===== src/rtl/boot_sequencer_pkg.sv =====
// Shared types and defaults for the boot sequencer: state encoding, output bundle
// and the per-state output decode used to load the registered outputs.
package boot_sequencer_pkg;

  localparam int unsigned CNT_W           = 32;
  localparam int unsigned LOAD_CYCLES_DEF = 1;
  localparam int unsigned RUN_CYCLES_DEF  = 34;

  typedef enum logic [2:0] {
    IDLE,
    MEM_RST,
    MEM_LOAD,
    UNIT_RST,
    UC_RST,
    RUN,
    DUMP,
    DONE
  } state_t;

  typedef struct packed {
    logic im_rst;
    logic dm_rst;
    logic im_rd;
    logic dm_rd;
    logic im_wr;
    logic dm_wr;
    logic pc_rst;
    logic rb_rst;
    logic tf_rst;
    logic rf_rst;
    logic uc_rst;
    logic running;
    logic done;
  } outs_t;

  // Moore decode: outputs depend only on the state being entered.
  function automatic outs_t state_outputs(state_t s);
    outs_t o;
    o = '0;
    case (s)
      IDLE, MEM_RST: begin
        o.im_rst = 1'b1;
        o.dm_rst = 1'b1;
        o.pc_rst = 1'b1;
        o.rb_rst = 1'b1;
        o.tf_rst = 1'b1;
        o.rf_rst = 1'b1;
        o.uc_rst = 1'b1;
      end
      MEM_LOAD: begin
        o.im_rd  = 1'b1;
        o.dm_rd  = 1'b1;
        o.pc_rst = 1'b1;
        o.rb_rst = 1'b1;
        o.tf_rst = 1'b1;
        o.rf_rst = 1'b1;
        o.uc_rst = 1'b1;
      end
      UNIT_RST: begin
        o.pc_rst = 1'b1;
        o.rb_rst = 1'b1;
        o.tf_rst = 1'b1;
        o.rf_rst = 1'b1;
        o.uc_rst = 1'b1;
      end
      UC_RST:  o.uc_rst  = 1'b1;
      RUN:     o.running = 1'b1;
      DUMP: begin
        o.im_wr = 1'b1;
        o.dm_wr = 1'b1;
      end
      DONE:    o.done = 1'b1;
      default: o = '0;
    endcase
    return o;
  endfunction

endpackage


===== src/rtl/boot_sequencer_seq_counter.sv =====
// Loadable down-counter with a zero flag; times the memory load window and the run limit.
module seq_counter #(
  parameter int unsigned W = 32
) (
  input  logic         CLK,
  input  logic         RESET,
  input  logic         load,
  input  logic [W-1:0] load_val,
  input  logic         dec,
  output logic         zero
);

  logic [W-1:0] count;

  always_ff @(posedge CLK or posedge RESET) begin
    if (RESET)
      count <= '0;
    else if (load)
      count <= load_val;
    else if (dec && count != '0)
      count <= count - W'(1);
  end

  assign zero = (count == '0);

endmodule


===== src/rtl/boot_sequencer.sv =====
// Processor boot sequencer: memory reset/load, datapath and control-unit reset release,
// bounded or halt-terminated run, memory dump. All outputs come straight from flops.
//
// state    | meaning
// IDLE     | everything held in reset, waiting for start
// MEM_RST  | one cycle of full reset before loading memories
// MEM_LOAD | memories out of reset, image load strobes high for LOAD_CYCLES
// UNIT_RST | load finished, datapath and control unit still in reset
// UC_RST   | datapath released, control unit held one more cycle
// RUN      | processor running, run_count counting
// DUMP     | one cycle of memory image dump strobes
// DONE     | finished, run_count held, start re-boots
module boot_sequencer
  import boot_sequencer_pkg::*;
#(
  parameter int unsigned LOAD_CYCLES = LOAD_CYCLES_DEF,
  parameter int unsigned RUN_CYCLES  = RUN_CYCLES_DEF
) (
  input  logic             CLK,
  input  logic             RESET,
  input  logic             start,
  input  logic             halt,
  output logic             im_RESET,
  output logic             dm_RESET,
  output logic             im_read_file,
  output logic             dm_read_file,
  output logic             im_write_file,
  output logic             dm_write_file,
  output logic             pc_RESET,
  output logic             rb_RESET,
  output logic             tf_RESET,
  output logic             rf_RESET,
  output logic             uc_RESET,
  output logic             running,
  output logic             done,
  output logic [CNT_W-1:0] run_count
);

  state_t             state, next_state;
  outs_t              outs_q;
  logic               cnt_load, cnt_dec, cnt_zero;
  logic [CNT_W-1:0]   cnt_load_val;

  seq_counter #(.W(CNT_W)) u_seq_counter (
    .CLK      (CLK),
    .RESET    (RESET),
    .load     (cnt_load),
    .load_val (cnt_load_val),
    .dec      (cnt_dec),
    .zero     (cnt_zero)
  );

  always_ff @(posedge CLK or posedge RESET) begin
    if (RESET) begin
      state  <= IDLE;
      outs_q <= state_outputs(IDLE);
    end else begin
      state  <= next_state;
      outs_q <= state_outputs(next_state);
    end
  end

  // The counter is loaded with length-1 on entry so its zero flag marks the last cycle.
  always_comb begin
    next_state   = state;
    cnt_load     = 1'b0;
    cnt_load_val = '0;
    cnt_dec      = 1'b0;
    case (state)
      IDLE:     if (start) next_state = MEM_RST;
      MEM_RST: begin
        next_state   = MEM_LOAD;
        cnt_load     = 1'b1;
        cnt_load_val = CNT_W'(LOAD_CYCLES - 1);
      end
      MEM_LOAD: begin
        if (cnt_zero) next_state = UNIT_RST;
        else          cnt_dec    = 1'b1;
      end
      UNIT_RST: next_state = UC_RST;
      UC_RST: begin
        next_state   = RUN;
        cnt_load     = 1'b1;
        cnt_load_val = CNT_W'(RUN_CYCLES - 1);
      end
      RUN: begin
        cnt_dec = 1'b1;
        if (halt || (RUN_CYCLES != 0 && cnt_zero)) next_state = DUMP;
      end
      DUMP:     next_state = DONE;
      DONE:     if (start) next_state = MEM_RST;
      default:  next_state = IDLE;
    endcase
  end

  always_ff @(posedge CLK or posedge RESET) begin
    if (RESET)
      run_count <= '0;
    else if ((state == IDLE || state == DONE) && start)
      run_count <= '0;
    else if (state == RUN && run_count != '1)
      run_count <= run_count + CNT_W'(1);
  end

  assign im_RESET      = outs_q.im_rst;
  assign dm_RESET      = outs_q.dm_rst;
  assign im_read_file  = outs_q.im_rd;
  assign dm_read_file  = outs_q.dm_rd;
  assign im_write_file = outs_q.im_wr;
  assign dm_write_file = outs_q.dm_wr;
  assign pc_RESET      = outs_q.pc_rst;
  assign rb_RESET      = outs_q.rb_rst;
  assign tf_RESET      = outs_q.tf_rst;
  assign rf_RESET      = outs_q.rf_rst;
  assign uc_RESET      = outs_q.uc_rst;
  assign running       = outs_q.running;
  assign done          = outs_q.done;

endmodule


===== config.mk =====
export PLATFORM = sky130hd
export DESIGN_NAME = boot_sequencer
export DESIGN_NICKNAME = d
export VERILOG_FILES = /design/src/rtl/boot_sequencer_pkg.sv /design/src/rtl/boot_sequencer_seq_counter.sv /design/src/rtl/boot_sequencer.sv
export SDC_FILE = /design/constraint.sdc
export NUM_CORES = 1
export LEC_CHECK = 0
export CAP_MARGIN = 20
export CORE_ASPECT_RATIO = 0.5
export CORE_MARGIN = 3
export CORE_UTILIZATION = 45
export CTS_CLUSTER_DIAMETER = 100
export DETAILED_ROUTE_END_ITERATION = 6
export PLACE_DENSITY = 0.72
export SYNTH_ARGS = -nofsm -noshare
export SYNTH_HDL_FRONTEND = slang
export SYNTH_SLANG_ARGS = --single-unit

===== constraint.sdc =====
create_clock -name CLK -period 2.8 [get_ports CLK]
set_input_delay 0.56 -clock CLK [delete_from_list [all_inputs] [get_ports CLK]]
set_output_delay 0.56 -clock CLK [all_outputs]
set_load 0.1 [all_outputs]

==> results of run 1 <==
[cell families after synthesis]
logic type / after synthesis
multiplexers: 16
flip-flops: 74
adder cells (fa/ha/maj): 2
buffers and inverters: 35
AND/OR/NAND/NOR: 201
AO/OA/AOI/OAI: 86
XOR/XNOR: 22
[how the worst min path moves through the flow]
stage / start / endpoint / slack (ns) / cells after the start
global route: u_seq_counter.count[25]$_DFFE_PP0P_ / u_seq_counter.count[25]$_DFFE_PP0P_ / 0.55 / 1
detailed placement: u_seq_counter.count[1]$_DFFE_PP0P_ / u_seq_counter.count[1]$_DFFE_PP0P_ / 0.52 / 2
floorplan: u_seq_counter.count[25]$_DFFE_PP0P_ / u_seq_counter.count[25]$_DFFE_PP0P_ / 0.47 / 1
CTS: u_seq_counter.count[25]$_DFFE_PP0P_ / u_seq_counter.count[25]$_DFFE_PP0P_ / 0.53 / 1
finish: u_seq_counter.count[25]$_DFFE_PP0P_ / u_seq_counter.count[25]$_DFFE_PP0P_ / 0.52 / 1
global placement: u_seq_counter.count[1]$_DFFE_PP0P_ / u_seq_counter.count[1]$_DFFE_PP0P_ / 0.51 / 2
[power by group through the flow]
stage / Combinational, mW / Clock, mW / Sequential, mW
floorplan: 2.06 / 0 / 2.12
global placement: 3.34 / 0 / 1.69
detailed placement: 3.36 / 0 / 1.70
CTS: 3.38 / 1.29 / 1.69
global route: 3.69 / 1.34 / 1.74
finish: 3.39 / 1.27 / 1.69
[through the flow]
stage,hold slack [ns],setup WS [ns]
2_1_floorplan,0.475,0.000781
3_3_place_gp,0.505,0.212
3_5_place_dp,0.516,0.248
4_1_cts,0.526,0.192
5_1_grt,0.548,0.0585
6_report,0.521,0.206
[final cells by class]
class,count,area [µm²]
timing repair buffer,68,531
fill,729,3420
clock inverter,6,90.1
inverter,9,33.8
sequential,74,1860
clock buffer,10,239
tap,112,140
multi-input combinational,327,2090
[per-layer routing]
layer	up-vias	global-route usage [%]	wire (µm)
li1	1755	-	-
met1	1792	26.1	4600
met2	81	33.4	4620
met3	6	5.14	493
met4	0	6.44	82
met5	-	0	0
[placed cells by master (no fill, tap or decap), types with 3 or more instances in the layout]
cell and count:
or2_2 7, clkdlybuf4s50_1 3, o31ai_1 10, nand2_1 40, dfrtp_1 66, buf_4 64, mux2i_1 16, a21boi_0 3
xor2_1 8, nor3_1 12, o2111ai_1 4, dfrtp_2 5, nand2b_1 5, nor4_1 17, clkbuf_16 9, or4_1 13
nand3_1 19, o21ai_1 3, o211ai_1 6, inv_1 8, nor2_1 39, or3_1 10, o41ai_1 7, a21oi_1 14
nand4_1 16, a2111oi_0 3, and4_1 7, a211oi_1 3, o311ai_0 6, o21a_1 3, dfstp_2 3, o21ai_0 11
xnor2_1 14, and3_1 4
[registers in the layout, indices dropped and copies added (netlist names)]
| name | count |
|---|---|
| dm_read_file | 1 |
| pc_RESET | 1 |
| state | 3 |
| done | 1 |
| uc_RESET | 1 |
| run_count | 32 |
| running | 1 |
| dm_RESET | 1 |
| u_seq_counter.count | 32 |
| dm_write_file | 1 |
[timing repair]
item | CTS | global route
endpoints found under the hold margin | 0 | 0
gates resized for setup | 0 | 2
endpoints found under the setup margin | 0 | 2
==> impl_metrics.csv, run 1 <==
group,metric,value,unit
pwr,vdd_ir_drop_max,0.691,mV
pwr,power_frac_seq,26.6,%
logic_synthesis,synthTopCellsByArea,"dfrtp_1 (43%), mux2i_1 (3.9%), nand2_1 (3.7%), nor2_1 (3.6%), xnor2_1 (3.0%)",
logic_synthesis,synthMostInstantiatedCell,"dfrtp_1",
logic_synthesis,synthCells,436,
finish,final_util,59.3,%
placement,gp_congestion,0.854,
sta,rsz0062_at_grt,"false",
critical_path,critPathKind,"flop to flop",
route,drtIter0Drc,248,
route,drc,0,
logic_synthesis,synth_edf_count,0,
die,io_pins,49,
critical_path,rr_startpoint,"u_seq_counter.count[0]$_DFFE_PP0P_",
sta,finalClockSkew,0.00651,ns
critical_path,crit_chain,"inv_1, ha_1, or4b_2, nor2_1, nand4_1, or4_1, a21oi_1",
sta,relSlewSlack,54.3,%
logic_synthesis,synthMuxAreaShare,3.92,%
clock_tree,root_buffer,"clkbuf_16",
critical_path,reg2reg_slack,0.21,ns
die,die_x,141,µm
clock_tree,htree_levels,3,
logic_synthesis,async_reset_ff_share,100,%
logic_synthesis,synth-xor-area-share,4.71,%
die,core_area,0.00840,mm²
sta,finalCritPeriodShare,92.6,%
global_routing,antenna_found_initial,0,
critical_path,reg2reg_depth,7,
sta,layout_min_cycle_time,2.59,ns
route,post_drt_wl_per_cell,16.2,µm
logic_synthesis,syn_nets,442,
clock_tree,cts_made_buffers,9,
global_routing,grt_util_all_layers,20.1,%
critical_path,startpoint_type,"flop",
global_routing,grt_pass1_wl,16800,µm
logic_synthesis,avgSynthCellArea,9.38,µm²
critical_path,endpoint,"u_seq_counter.count[24]$_DFFE_PP0P_",
clock_tree,clockBufferDepth,2,
logic_synthesis,syn_area,0.00409,mm²
pwr,pwr-share-comb,53.5,%
pwr,cellPowerDensity,1270,mW/mm²
sta,finalSetupTns,0,ns
pwr,p_leak,2.23,nW
sta,setup_viol,0,
logic_synthesis,yosysTopAreaCellShare,43.4,%
die,die_h,73.4,µm
critical_path,critPathArrivalTime,2.86,ns
outcome,status,"complete, no violations",
logic_synthesis,synthTopCellsByCount,"dfrtp_1 (71), nand2_1 (40), nor2_1 (39)",
route,ant_nets,0,
min_path,hold_class,"flop to flop",
clock_tree,insertion_delay,0.34,ns
clock_tree,cts_setup_buffers,0,
global_routing,grt_max_degree,75,
route,wl,9800,µm
logic_synthesis,ys_seq_area_share,45.4,%
pwr,p_switching,3.12,mW
placement,placed_area,0.00465,mm²
placement,place.port_buffers,48,
finish,finalNonFillerCells,606,
critical_path,cp_slowest_stage_delay,0.65,ns
run,max-cap-violations,0,
route,via_per_inst,6.00,
critical_path,critPathBufInv,1,
global_routing,grt_pass1_vias,3400,
pwr,clock_power_share,19.9,%
logic_synthesis,synth_area_leader_cell,"dfrtp_1",
global_routing,grt_overflow_total,0,
clock_tree,cts_sinks,74,
route,dr.pass1.iters,5,
critical_path,cp.depth,7,
finish,area_growth_syn_to_layout,21.8,%
die,rows,23,
logic_synthesis,synth_simple_gate_area_share,26.6,%
placement,dp_hpwl,6780,µm
critical_path,cp_max_fo,10,
sta,drv_slew,0,
die,dieArea,0.0103,mm²
logic_synthesis,synth_top_family_by_area,"simple AND/OR/NAND/NOR gates",
sta,hold_viol_final,0,
critical_path,crit_start,"u_seq_counter.count[0]$_DFFE_PP0P_",
critical_path,crit_slowest_cell,"or4b_2",
finish,n_antenna_cell,0,
logic_synthesis,synth.distinct_cells,54,
clock_tree,postCtsHoldBufs,0,
sta,fmax,386,MHz
critical_path,worstPathRequired,3.06,ns
finish,final_nets,495,
route,vias,3634,
critical_path,critPathCaptureType,"flop",
logic_synthesis,synth_compound_area_share,15.0,%
logic_synthesis,ys_warn_count,0,
pwr,power.internal,3.23,mW
finish,drive_gt1_share,20.4,%
critical_path,path_delay_family,"simple AND/OR/NAND/NOR gates",
logic_synthesis,synth-main-ff-cell,"dfrtp_1",
clock_tree,clkSlewWorstSetupHoldPaths,0.06,ns
logic_synthesis,ys_ff_latch,74,
logic_synthesis,yosys.area_share.adder,0.612,%
clock_tree,cts_tree,"done",
pwr,power,6.35,mW
placement,dp_cells,590,
critical_path,worstReg2RegEnd,"u_seq_counter.count[24]$_DFFE_PP0P_",
pwr,switching_share,49.2,%
finish,stdcell_area,0.00498,mm²
sta,tightest_slew,0.686,ns
die,initial_core_util,48.7,%
Power figures use the tool's default switching activity.
==> run 2: changes to the inputs <==
--- a/config.mk
+++ b/config.mk
@@ -5,6 +5,7 @@
 export SDC_FILE = /design/constraint.sdc
 export NUM_CORES = 1
 export LEC_CHECK = 0
+export ABC_AREA = 0
 export CAP_MARGIN = 20
 export CORE_ASPECT_RATIO = 0.5
 export CORE_MARGIN = 3
==> results of run 2 <==
Same layout as run 1: the final DEF is identical, and so are final timing and power.
